[src/rtl/cpu_types_pkg.sv]
// Shared types for the cache/RAM arbitration path.
//   ramstate_t  : status reported by the single-ported RAM.
//   arb_state_t : registered grant of the memory arbiter.
//   word_t      : default machine word.
package cpu_types_pkg;

  localparam int WORD_W_DEF = 32;

  typedef logic [WORD_W_DEF-1:0] word_t;

  typedef enum logic [1:0] {
    FREE   = 2'd0,
    BUSY   = 2'd1,
    ACCESS = 2'd2,
    ERROR  = 2'd3
  } ramstate_t;

  typedef enum logic [1:0] {
    IDLE   = 2'd0,
    DGRANT = 2'd1,
    IGRANT = 2'd2
  } arb_state_t;

endpackage

[src/rtl/arb_pick.sv]
// Combinational grant selection for the memory arbiter.
// Ports:
//   lock        in  dcache block transfer in progress
//   starve_cnt  in  dcache completions seen while the icache waited
//   iren        in  icache read request
//   dreq        in  dcache request (read or write)
//   next_state  out grant to take at the next clock edge
module arb_pick
  import cpu_types_pkg::*;
#(
  parameter int DSTARVE_MAX = 4,
  parameter int CNT_W       = 3
) (
  input  logic             lock,
  input  logic [CNT_W-1:0] starve_cnt,
  input  logic             iren,
  input  logic             dreq,
  output arb_state_t       next_state
);

  always_comb begin
    next_state = IDLE;
    // A locked block transfer outranks the starvation guard so the two
    // words of a dcache block are never separated by an icache access.
    if (lock && dreq) begin
      next_state = DGRANT;
    end else if (iren && (starve_cnt == CNT_W'(DSTARVE_MAX))) begin
      next_state = IGRANT;
    end else if (dreq) begin
      next_state = DGRANT;
    end else if (iren) begin
      next_state = IGRANT;
    end
  end

endmodule

[src/rtl/memory_arbiter.sv]
// Arbitrates icache and dcache word requests onto one single-ported RAM.
// Dcache has priority; the icache is granted after DSTARVE_MAX consecutive
// dcache completions while it waits. Two-word dcache blocks are not split.
// Ports:
//   CLK, RST                 clock, synchronous active-high reset
//   iREN, iaddr              icache request / address
//   iwait, iload             icache wait (low on completion) / returned word
//   dREN, dWEN, daddr, dstore dcache request / address / write data
//   dwait, dload             dcache wait (low on completion) / returned word
//   ramREN, ramWEN, ramaddr, ramstore  RAM command, driven from the grant
//   ramload, ramstate        RAM read data / status
//   err_flag                 sticky, set on any ERROR response while granted
module memory_arbiter
  import cpu_types_pkg::*;
#(
  parameter int DSTARVE_MAX = 4,
  parameter int WORD_W      = 32
) (
  input  logic              CLK,
  input  logic              RST,
  input  logic              iREN,
  input  logic [WORD_W-1:0] iaddr,
  output logic              iwait,
  output logic [WORD_W-1:0] iload,
  input  logic              dREN,
  input  logic              dWEN,
  input  logic [WORD_W-1:0] daddr,
  input  logic [WORD_W-1:0] dstore,
  output logic              dwait,
  output logic [WORD_W-1:0] dload,
  output logic              ramREN,
  output logic              ramWEN,
  output logic [WORD_W-1:0] ramaddr,
  output logic [WORD_W-1:0] ramstore,
  input  logic [WORD_W-1:0] ramload,
  input  logic [1:0]        ramstate,
  output logic              err_flag
);

  localparam int CNT_W = $clog2(DSTARVE_MAX + 1);

  arb_state_t       state_reg, state_next, pick_state;
  logic [CNT_W-1:0] starve_cnt_reg, starve_cnt_next;
  logic             lock_reg, lock_next;
  logic             err_flag_reg;

  ramstate_t rs;
  logic      dreq, d_comp, i_comp, d_withdraw, i_withdraw, rearb;

  assign rs   = ramstate_t'(ramstate);
  assign dreq = dREN | dWEN;

  // Completion requires the granted client to still be asking; ERROR,
  // BUSY and FREE all leave the request pending.
  assign d_comp     = (state_reg == DGRANT) && dreq && (rs == ACCESS);
  assign i_comp     = (state_reg == IGRANT) && iREN && (rs == ACCESS);
  assign d_withdraw = (state_reg == DGRANT) && !dreq;
  assign i_withdraw = (state_reg == IGRANT) && !iREN;
  assign rearb      = (state_reg == IDLE) || d_comp || i_comp || d_withdraw || i_withdraw;

  always_comb begin
    lock_next = lock_reg;
    if (d_comp && !daddr[2]) begin
      lock_next = 1'b1;
    end
    if ((d_comp || i_comp) && daddr[2]) begin
      lock_next = 1'b0;
    end
    if (!dreq) begin
      lock_next = 1'b0;
    end
  end

  always_comb begin
    starve_cnt_next = starve_cnt_reg;
    if (d_comp && iREN && (starve_cnt_reg != CNT_W'(DSTARVE_MAX))) begin
      starve_cnt_next = starve_cnt_reg + CNT_W'(1);
    end
    if (i_comp || !iREN) begin
      starve_cnt_next = '0;
    end
  end

  // The pick sees the lock/counter values updated by this cycle's
  // completion, so a finished first block word or a fourth dcache word
  // steers the very next grant with no extra cycle.
  arb_pick #(
    .DSTARVE_MAX(DSTARVE_MAX),
    .CNT_W      (CNT_W)
  ) u_pick (
    .lock      (lock_next),
    .starve_cnt(starve_cnt_next),
    .iren      (iREN),
    .dreq      (dreq),
    .next_state(pick_state)
  );

  assign state_next = rearb ? pick_state : state_reg;

  always_ff @(posedge CLK) begin
    if (RST) begin
      state_reg      <= IDLE;
      starve_cnt_reg <= '0;
      lock_reg       <= 1'b0;
      err_flag_reg   <= 1'b0;
    end else begin
      state_reg      <= state_next;
      starve_cnt_reg <= starve_cnt_next;
      lock_reg       <= lock_next;
      if ((state_reg != IDLE) && (rs == ERROR)) begin
        err_flag_reg <= 1'b1;
      end
    end
  end

  always_comb begin
    ramREN   = 1'b0;
    ramWEN   = 1'b0;
    ramaddr  = '0;
    ramstore = '0;
    case (state_reg)
      DGRANT: begin
        ramaddr  = daddr;
        ramstore = dstore;
        ramWEN   = dWEN;
        ramREN   = dREN & ~dWEN;
      end
      IGRANT: begin
        ramaddr = iaddr;
        ramREN  = iREN;
      end
      default: begin
      end
    endcase
  end

  assign dwait    = ~d_comp;
  assign iwait    = ~i_comp;
  assign dload    = (d_comp && !dWEN) ? ramload : '0;
  assign iload    = i_comp ? ramload : '0;
  assign err_flag = err_flag_reg;

endmodule

[config.mk]
export PLATFORM = sky130hd
export DESIGN_NAME = memory_arbiter
export DESIGN_NICKNAME = d
export VERILOG_FILES = /design/src/rtl/cpu_types_pkg.sv /design/src/rtl/arb_pick.sv /design/src/rtl/memory_arbiter.sv
export SDC_FILE = /design/constraint.sdc
export NUM_CORES = 1
export LEC_CHECK = 0
export CORE_AREA = 2 2 104 106
export CTS_BUF_LIST = sky130_fd_sc_hd__clkbuf_8
export CTS_CLUSTER_DIAMETER = 200
export DETAILED_ROUTE_END_ITERATION = 10
export DIE_AREA = 0 0 106 108
export PLACE_DENSITY_LB_ADDON = 0.08
export SLEW_MARGIN = 30
export SYNTH_ARGS = -nofsm -noshare
export SYNTH_HDL_FRONTEND = slang
export SYNTH_SLANG_ARGS = --single-unit
[constraint.sdc]
create_clock -name CLK -period 2.5 [get_ports CLK]
set_clock_uncertainty 0.15 [all_clocks]
set_input_delay 0.5 -clock CLK [delete_from_list [all_inputs] [get_ports CLK]]
set_output_delay 0.5 -clock CLK [all_outputs]
set_load 0.1 [all_outputs]
# == Word-level counts from Yosys, hierarchy flattened ==
# Index checks and enable logic that the tools add are counted.
# totals
ff_bits,7
inputBits,135
output_inout_bits,133
wordCells,57
# op_classes
add_sub_neg,1
eq_ne,6
muxes,15
bitwise,5
reduce_logical,26
# op_table
cell,n
32-bit two-way mux,3
32-bit one-hot mux with 2 select lines,1
1-bit logical AND,14
2-bit two-way mux,4
2-bit == test (second input constant),3
1-bit logical OR,6
3-bit two-way mux,2
1-bit zero test,4
1-bit two-way mux,4
3-bit by 1-bit adder with 3-bit output (second input constant),1
3-bit == test (second input constant),1
3-bit != test (second input constant),1
1-bit inverter,3
2-bit by 1-bit == test with 1-bit output (second input constant),1
2-bit zero test,1
1-bit one-hot mux with 2 select lines,1
2-bit nonzero test,1
1-bit AND,1
1-bit OR,1

# == Depth between registers and ports, before layout ==
# Gate-level depths: netlist of the first run.
# logic_depth
ltp_word,11
ltp_mapped,8

# == Hierarchy ==
# Synthesis of the first run repeated with hierarchy kept, for this count alone.
# unflattened
cells_unflattened,246
area_unflattened_um2,1697.9
# by_module_without_submodules
mod,n_inst,cells_each,area_each_um2,seq_area_each_um2
memory_arbiter,1,242,1657.8,140.1
arb_pick,1,4,40.0,0.0

# == Least setup slack after synthesis of the first run ==
# OpenSTA, ideal clock, no wires.
# synth_path
kind,register to output
start,register state_reg[1]
end,output ramREN
arrival_time_ps,3427
slack_ps,-1577
path_stages_with_launch,7
path_buffers,2
path_cell_list,dfxtp_1 -> inv_1 -> ha_1 -> clkbuf_1 -> clkbuf_1 -> nand3b_1 -> a21boi_0
# synth_via
elab_chain_cells,2
elab_cells_between_ends,3
classes_between,2 x eq/ne; 1 x mux
# synth_lines
element,line,text
"start, declared",memory_arbiter.sv:42,"arb_state_t state_reg, state_next, pick_state;"
"start signal, assigned",memory_arbiter.sv:107,state_reg <= state_next;
2-bit == test or 2-bit by 1-bit == test with 1-bit output (tied branches),memory_arbiter.sv:121,case (state_reg)
1-bit one-hot mux with 2 select lines (*),memory_arbiter.sv:121,
"end, declared",memory_arbiter.sv:31,"output logic ramREN,"
# Mark *: on every way between the ends. The rest lies on a longest branch, timed or not.

# == Worst setup path in the final report of the first run ==
# layout_path
start,register state_reg[1]
end,output dload[0]
# layout_via
elab_chain_cells,5
# layout_lines
element,line,text
2-bit by 1-bit == test with 1-bit output,memory_arbiter.sv:55,assign d_comp = (state_reg == DGRANT) && dreq && (rs == ACCESS);
1-bit logical AND (2 in a row),memory_arbiter.sv:55,
1-bit logical AND,memory_arbiter.sv:139,assign dload = (d_comp && !dWEN) ? ramload : '0;
32-bit two-way mux,memory_arbiter.sv:139,
"end, declared",memory_arbiter.sv:30,"output logic [WORD_W-1:0] dload,"
# No other way between the ends.

==> results of run 1 <==
==> routing by layer <==
layer	up-vias	wire, microns
met5	-	0
met4	0	235
met3	14	873
met2	133	6310
met1	1264	4030
li1	1357	-
==> placed cells by master, fill, tap and decap left out, types with 3 or more instances in the layout <==
| master | count |
|---|---|
| buf_12 | 137 |
| clkdlybuf4s50_1 | 130 |
| and2_2 | 65 |
| a22oi_1 | 32 |
| and2_4 | 29 |
| nor2b_4 | 21 |
| buf_4 | 15 |
| nor2b_2 | 11 |
| inv_1 | 7 |
| nand2_1 | 5 |
| nor2_1 | 5 |
| nor3_1 | 5 |
| dfxtp_1 | 5 |
| and2_1 | 3 |
| o21ai_0 | 3 |
| ha_1 | 3 |
| clkbuf_8 | 3 |
| dlygate4sd2_1 | 3 |
==> stage by stage <==
stage | setup WS, ns | utilization | area, sq um | total power (uW) | setup TNS, ns
after CTS | -0.0128 | 0.627 | 6410 | 1920 | -0.0362
after global routing | -0.0419 | 0.628 | 6430 | 1980 | -0.404
after detailed placement | -0.117 | 0.606 | 6200 | 1730 | -3.30
after floorplan | -0.269 | - | 1940 | 1030 | -1.34
after global placement | -0.134 | 0.606 | 6200 | 1720 | -3.32
final | 0.0258 | 0.628 | 6430 | 1910 | 0
==> power groups by stage <==
stage	registers (uW)	logic [uW]	clock network, uW
3_5_place_dp	122	1610	0
2_1_floorplan	128	903	0
4_1_cts	121	1630	170
6_report	122	1620	161
5_1_grt	122	1680	177
3_3_place_gp	121	1600	0
==> worst register-to-register path, stage by stage (launching register included) <==
cell and delay [ns]:
dfxtp_2 0.32, inv_2 0.07, ha_4 0.14, nand3b_1 0.13, buf_4 0.16, buf_4 0.12, buf_4 0.13, a2111oi_4 0.32
mux2i_1 0.23, o21ai_1 0.12, a311oi_1 0.29
==> cells by family (layout without fill, tap and decap cells) <==
kind of cell    after synthesis  after routing  share of synthesized area
mux                           2              2                     0.0123
xor+xnor                      2              2                     0.0108
compound gates               45             45                      0.210
buf+inv                      28            301                     0.0645
simple gates                153            153                      0.578
fa+ha+maj                     5              5                     0.0384
flops                         7              7                     0.0860
==> cell type report <==
| type | count | area, sq um | area share |
|---|---|---|---|
| multi-input cells | 207 | 1760 | 0.273 |
| inverters | 7 | 26.3 | 0.00409 |
| clock inverters | 1 | 3.75 | 0.000584 |
| repair buffers | 290 | 4290 | 0.667 |
| well taps | 136 | 170 | 0.0265 |
| clock buffers | 3 | 41.3 | 0.00642 |
| flip-flops and latches | 7 | 143 | 0.0222 |
==> path summary, 6_finish.rpt <==
kind	start	endpoint	slack, ns	depth (start not counted)
setup / recovery	state_reg[1]	dload[0]	0.03	8
hold / removal	err_flag	err_flag	0.32	2
setup reg to reg	state_reg[1]	state_reg[0]	0.21	10
hold reg to reg	err_flag	err_flag	0.32	2
==> timing repair <==
item                                    4_1_cts  5_1_grt
endpoints found under the setup margin       32       32
resized for setup                            24       20
hold buffers                                  0        0
cloned                                        3        0
pin swaps                                     5        3
buffers inserted                              5        2
==> summary.md, run 1 <==
| Metric | Value |
|---|---|
| Outcome | finished, final reports clean |
| Startpoint types | register |
| Max Cap Viol | 0 |
| Number of vias per cell | 4.25 |
| Layout cells sized above 1 | 0.573 |
| Tmin final | 2.47 ns |
| Sequential fraction of the synthesis area | 0.0860 |
| Core Box Area | 10200 sq um |
| H-tree levels | 1 |
| Logic pwr share | 0.851 |
| Fin. max-slew vios | 0 |
| Total CTS buffers | 3 |
| Die ar. | 11400 sq um |
| Worst path bufs/invs | 4 |
| Max reg flops | 3 |
| Slew @ Worst Pin | 0.312 ns |
| Pleak | 0.00256 uW |
| CTS tree | yes |
| Antenna viol nets, final | 0 |
| Cell family with most CP delay | buffers and inverters |
| Syn-to-layout area delta | 295% |
| Global Route Usage Sum | 0.187 |
| DRC violations left | 0 |
| Sink Count | 7 |
| Fin. Hold Viols | 0 |
| EDFF count, synth | 0 |
| Crit end category | output port |
| Period utilization | 0.990 |
| Share of the synthesized area in the top cell type | 0.373 |
| Clk buf depth | 2 |
| Distinct cells, synth | 29 |
| Post-Place Cells | 638 |
| Switching share of power | 0.517 |
| WS Path Type | register to output port |
| Internal cell power | 921 uW |
| Part of the power in registers | 0.064 |
| Critical path cell sequence | inv_2 > ha_4 > nand3b_1 > nor3b_4 > buf_6 > bufbuf_16 > and2_4 > buf_12 |
| Num ports | 268 |
| Latest clock arrival within the worst-skew pair | 0.23 ns |
| Post-Syn Area | 1630 sq um |
| Site row count | 37 |
| Crit path required time | 1.85 ns |
| RSZ-0062 raised after global routing | yes |
| M2 GR Usage | 0.363 |
| CP max FO | 8 |
| Antenna violations before repair | 0 |
| Slew headroom | 0.792 |
| Async S/R FF share, synth | 0 |
| Crit path DAT | 1.82 ns |
| Mapped Cells | 242 |
| Commonest cells post-synth | and2_1, nor2b_1, a22oi_1 |
| Yosys Warn Count | 0 |
| Hold_ws | 0.319 ns |
| Mean cell area of the mapped netlist | 6.73 sq um |
| Post-DP HPWL | 9.42 mm |
| Slowest cell on crit path | dfxtp_2 |
| I/O Buffers | 267 |
| Root Driver | clkbuf_8 |
| P per Cell Area | 297 nW/um^2 |
| Filler cell count | 819 |
| Die Width | 106 microns |
| Peak Freq | 404 MHz |
| Ys flop type | dfxtp_1 |
| Most frequent cell after synthesis | and2_1 |
| Psw | 985 uW |
| CP peak stage delay | 0.32 ns |
| Drt pass-1 iters | 4 |
| Top cells by area, synth | and2_1, a22oi_1, nor2b_1, dfxtp_1, clkbuf_1 |
| Clock power frac | 0.085 |
| Grt peak-use layer | met2 |
| Die height | 108 microns |
| Mapped Nets | 382 |
| First-pass GRT wire length | 16.7 mm |
| Max VDD drop | 0.280 mV |
| Initial Utilization | 0.159 |
| DR vias | 2768 |
| Routed WL | 11.4 mm |
| GR Layer Usage met1 | 0.202 |
| Routed WL per cell | 17.6 microns |
| Vias in the first global route | 2834 |
| Worst-path clk slew | 0.04 ns |
| Gpl congestion | 0.744 |
| Grt total ovfl | 0 |
| Initial drt markers | 81 |
| Antenna cells | 0 |
| # setup viols final | 0 |
| Synth Register Bits | 7 |
| Pin count of the biggest net entering global routing | 57 |
| HP Class | register to register |
| Final Non-Filler Cells | 651 |
| Largest area contributor in the netlist | and2_1 |
| Met3 Track Usage GR | 0.0488 |
| Nets | 656 |
Power figures use the tool's default switching activity.
==> inputs of run 2 (changes only) <==
--- a/config.mk
+++ b/config.mk
@@ -5,11 +5,11 @@
 export SDC_FILE = /design/constraint.sdc
 export NUM_CORES = 1
 export LEC_CHECK = 0
-export CORE_AREA = 2 2 104 106
+export CORE_AREA = 2 2 105 107
 export CTS_BUF_LIST = sky130_fd_sc_hd__clkbuf_8
 export CTS_CLUSTER_DIAMETER = 200
 export DETAILED_ROUTE_END_ITERATION = 10
-export DIE_AREA = 0 0 106 108
+export DIE_AREA = 0 0 107 109
 export PLACE_DENSITY_LB_ADDON = 0.08
 export SLEW_MARGIN = 30
 export SYNTH_ARGS = -nofsm -noshare
==> constraint.sdc (replaced) <==
create_clock -name CLK -period 3.1 [get_ports CLK]
set_clock_uncertainty 0.15 [all_clocks]
set_input_delay 0.62 -clock CLK [delete_from_list [all_inputs] [get_ports CLK]]
set_output_delay 0.62 -clock CLK [all_outputs]
set_load 0.1 [all_outputs]
==> summary.md, run 2 (synthesis gave the netlist of run 1 again) <==
| Metric | Value |
|---|---|
| Post-DP HPWL | 8.98 mm (-4.7%) |
| Nets | 644 (-1.8%) |
| Pleak | 0.00231 uW (-9.9%) |
| Slowest cell on crit path | clkdlybuf4s50_1 |
| Clk buf depth | 2 (unchanged) |
| Filler cell count | 938 (+15%) |
| WS Path Type | input pin to output port |
| Clock power frac | 0.089 (+0.004) |
| Max reg flops | 3 (unchanged) |
| Internal cell power | 682 uW (-26%) |
| I/O Buffers | 267 (unchanged) |
| DRC violations left | 0 (unchanged) |
| CP max FO | 18 (+10) |
| FF+latch area | 140 sq um (-1.8%) |
| Worst-path clk slew | 0.04 ns (about the same) |
| Startpoint types | input pin |
| HP Class | register to register |
| Grt total ovfl | 0 (unchanged) |
| Gpl congestion | 0.797 (+7.1%) |
| CP peak stage delay | 0.46 ns (+0.14 ns) |
| # resized after CTS | 0 (-100%) |
| Antenna cells | 0 (unchanged) |
| Root Driver | clkbuf_8 |
| Number of vias per cell | 4.27 (+0.48%) |
| Setup Buffers After CTS | 0 (-5) |
| Tmin final | 2.89 ns |
| Fin. Hold Viols | 0 (unchanged) |
| Core Box Area | 10600 sq um (+3.6%) |
| Slew @ Worst Pin | 0.387 ns (+0.0754 ns) |
| Max Cap Viol | 0 (unchanged) |
| Pin count of the biggest net entering global routing | 69 (+21%) |
| Commonest cells after routing, fill and taps aside | clkdlybuf4s50_1, buf_12, and2_1 |
| Die Width | 107 microns (+0.94%) |
| Period utilization | 0.931 |
| Routed WL per cell | 16.1 microns (-8.4%) |
| Global Route Usage Sum | 0.172 (-0.0150) |
| Latest clock arrival within the worst-skew pair | 0.23 ns (about the same) |
| Max VDD drop | 0.133 mV (-52%) |
| Antenna viol nets, final | 0 (unchanged) |
| Final Non-Filler Cells | 643 (-1.2%) |
| Slew headroom | 0.742 (-0.0503) |
| # setup viols final | 0 (unchanged) |
| Die ar. | 11700 sq um (+1.9%) |
| Drt pass-1 iters | 4 (unchanged) |
| RSZ-0062 raised after global routing | no |
| Most common cell after layout, fill and taps aside | clkdlybuf4s50_1 |
| P per Cell Area | 245 nW/um^2 (-17%) |
| Crit end category | output port |
| Outcome | finished, final reports clean |
| Hold path depth | 2 (unchanged) |
| Syn-to-layout area delta | 264% |
| Post-CTS Hold Buffers | 0 (unchanged) |
| Die height | 109 microns (+0.93%) |
| Peak Freq | 346 MHz |
| Site row count | 38 (+2.7%) |
| Initial Utilization | 0.154 (-0.00558) |
| Total CTS buffers | 3 (unchanged) |
| H-tree levels | 1 (unchanged) |
| DR vias | 2747 (-0.76%) |
| Post-Place Cells | 639 (+0.16%) |
| Final core occ | 0.560 (-0.0685) |
| Vias in the first global route | 2943 (+3.8%) |
| Switching share of power | 0.531 (+0.0136) |
| Layout cells sized above 1 | 0.354 (-0.219) |
| Sink Count | 7 (unchanged) |
| Logic pwr share | 0.845 (-0.006) |
| Psw | 771 uW (-22%) |
| Crit path DAT | 2.12 ns (+0.30 ns) |
| Routed WL | 10.4 mm (-9.5%) |
| First-pass GRT wire length | 15.9 mm (-4.8%) |
| Antenna violations before repair | 0 (unchanged) |
| Initial drt markers | 149 (+84%) |
| Reg2Reg Depth | 8 (-2) |
| Crit path required time | 2.33 ns (+0.48 ns) |
| Fin. max-slew vios | 0 (unchanged) |
| CTS tree | yes |
| Part of the power in registers | 0.067 (+0.003) |
| Num ports | 268 (unchanged) |
| Critical path cell sequence | clkdlybuf4s50_1 > nand3b_1 > nor3b_2 > buf_4 > and2_1 > buf_12 |
| Multi-input gate area | 1460 sq um (-17%) |
-- run 2: changes by cell type in the layout (fill, tap and decap cells not counted), moves of 17 or more --
cell	previous run	this run
nor2b_2	11	28
and2_4	29	0
nor2b_4	21	0
and2_2	65	0
and2_1	3	97
-- run 2: worst paths after layout --
| kind | startpoint | end | slack (ns) |
|---|---|---|---|
| setup / recovery | ramstate[0] | dload[25] | 0.21 |
| hold / removal | err_flag | err_flag | 0.36 |
| setup reg to reg | state_reg[1] | state_reg[0] | 1.00 |
| hold reg to reg | err_flag | err_flag | 0.36 |
-- run 2: area by class of cell --
type	instances	area share
clock inverters	1	0.000633
inverters	7	0.00443
well taps	140	0.0295
repair buffers	278	0.689
clock buffers	3	0.00696
flip-flops and latches	7	0.0236
multi-input cells	207	0.246
-- run 2: critical path, delay by kind of cell --
kind | cells | cell delay (ns)
and+or+nand+nor | 3 | 0.62
buffers and inverters | 3 | 0.88
-- run 2: routing by layer --
metal | share of wire | vias to the layer above | wire length, microns | track usage
met4 | 0.012 | 0 | 126 | 0.0297
met1 | 0.35 | 1240 | 3640 | 0.177
li1 | - | 1336 | - | -
met3 | 0.099 | 10 | 1030 | 0.0520
met5 | 0 | - | 0 | 0
met2 | 0.54 | 161 | 5560 | 0.346
-- run 2: power groups by stage --
stage | sequential, uW | clock (uW) | combinational [uW]
after floorplan | 104 | 0 | 678
after global placement | 98.2 | 0 | 1230
after detailed placement | 98.4 | 0 | 1230
after CTS | 96.8 | 129 | 1240
after global routing | 97.2 | 135 | 1280
final | 96.8 | 129 | 1230
-- run 2: metrics by stage --
step           instance area, sq um  power, uW  setup TNS [ns]  hold slack [ns]  worst slack (ns)
2_1_floorplan                  1700        781          -0.363            0.343            -0.363
3_3_place_gp                   5890       1320               0            0.351             0.230
3_5_place_dp                   5890       1330               0            0.360             0.203
4_1_cts                        5930       1460               0            0.370             0.193
5_1_grt                        5930       1510               0            0.399             0.101
6_report                       5930       1450               0            0.360             0.214
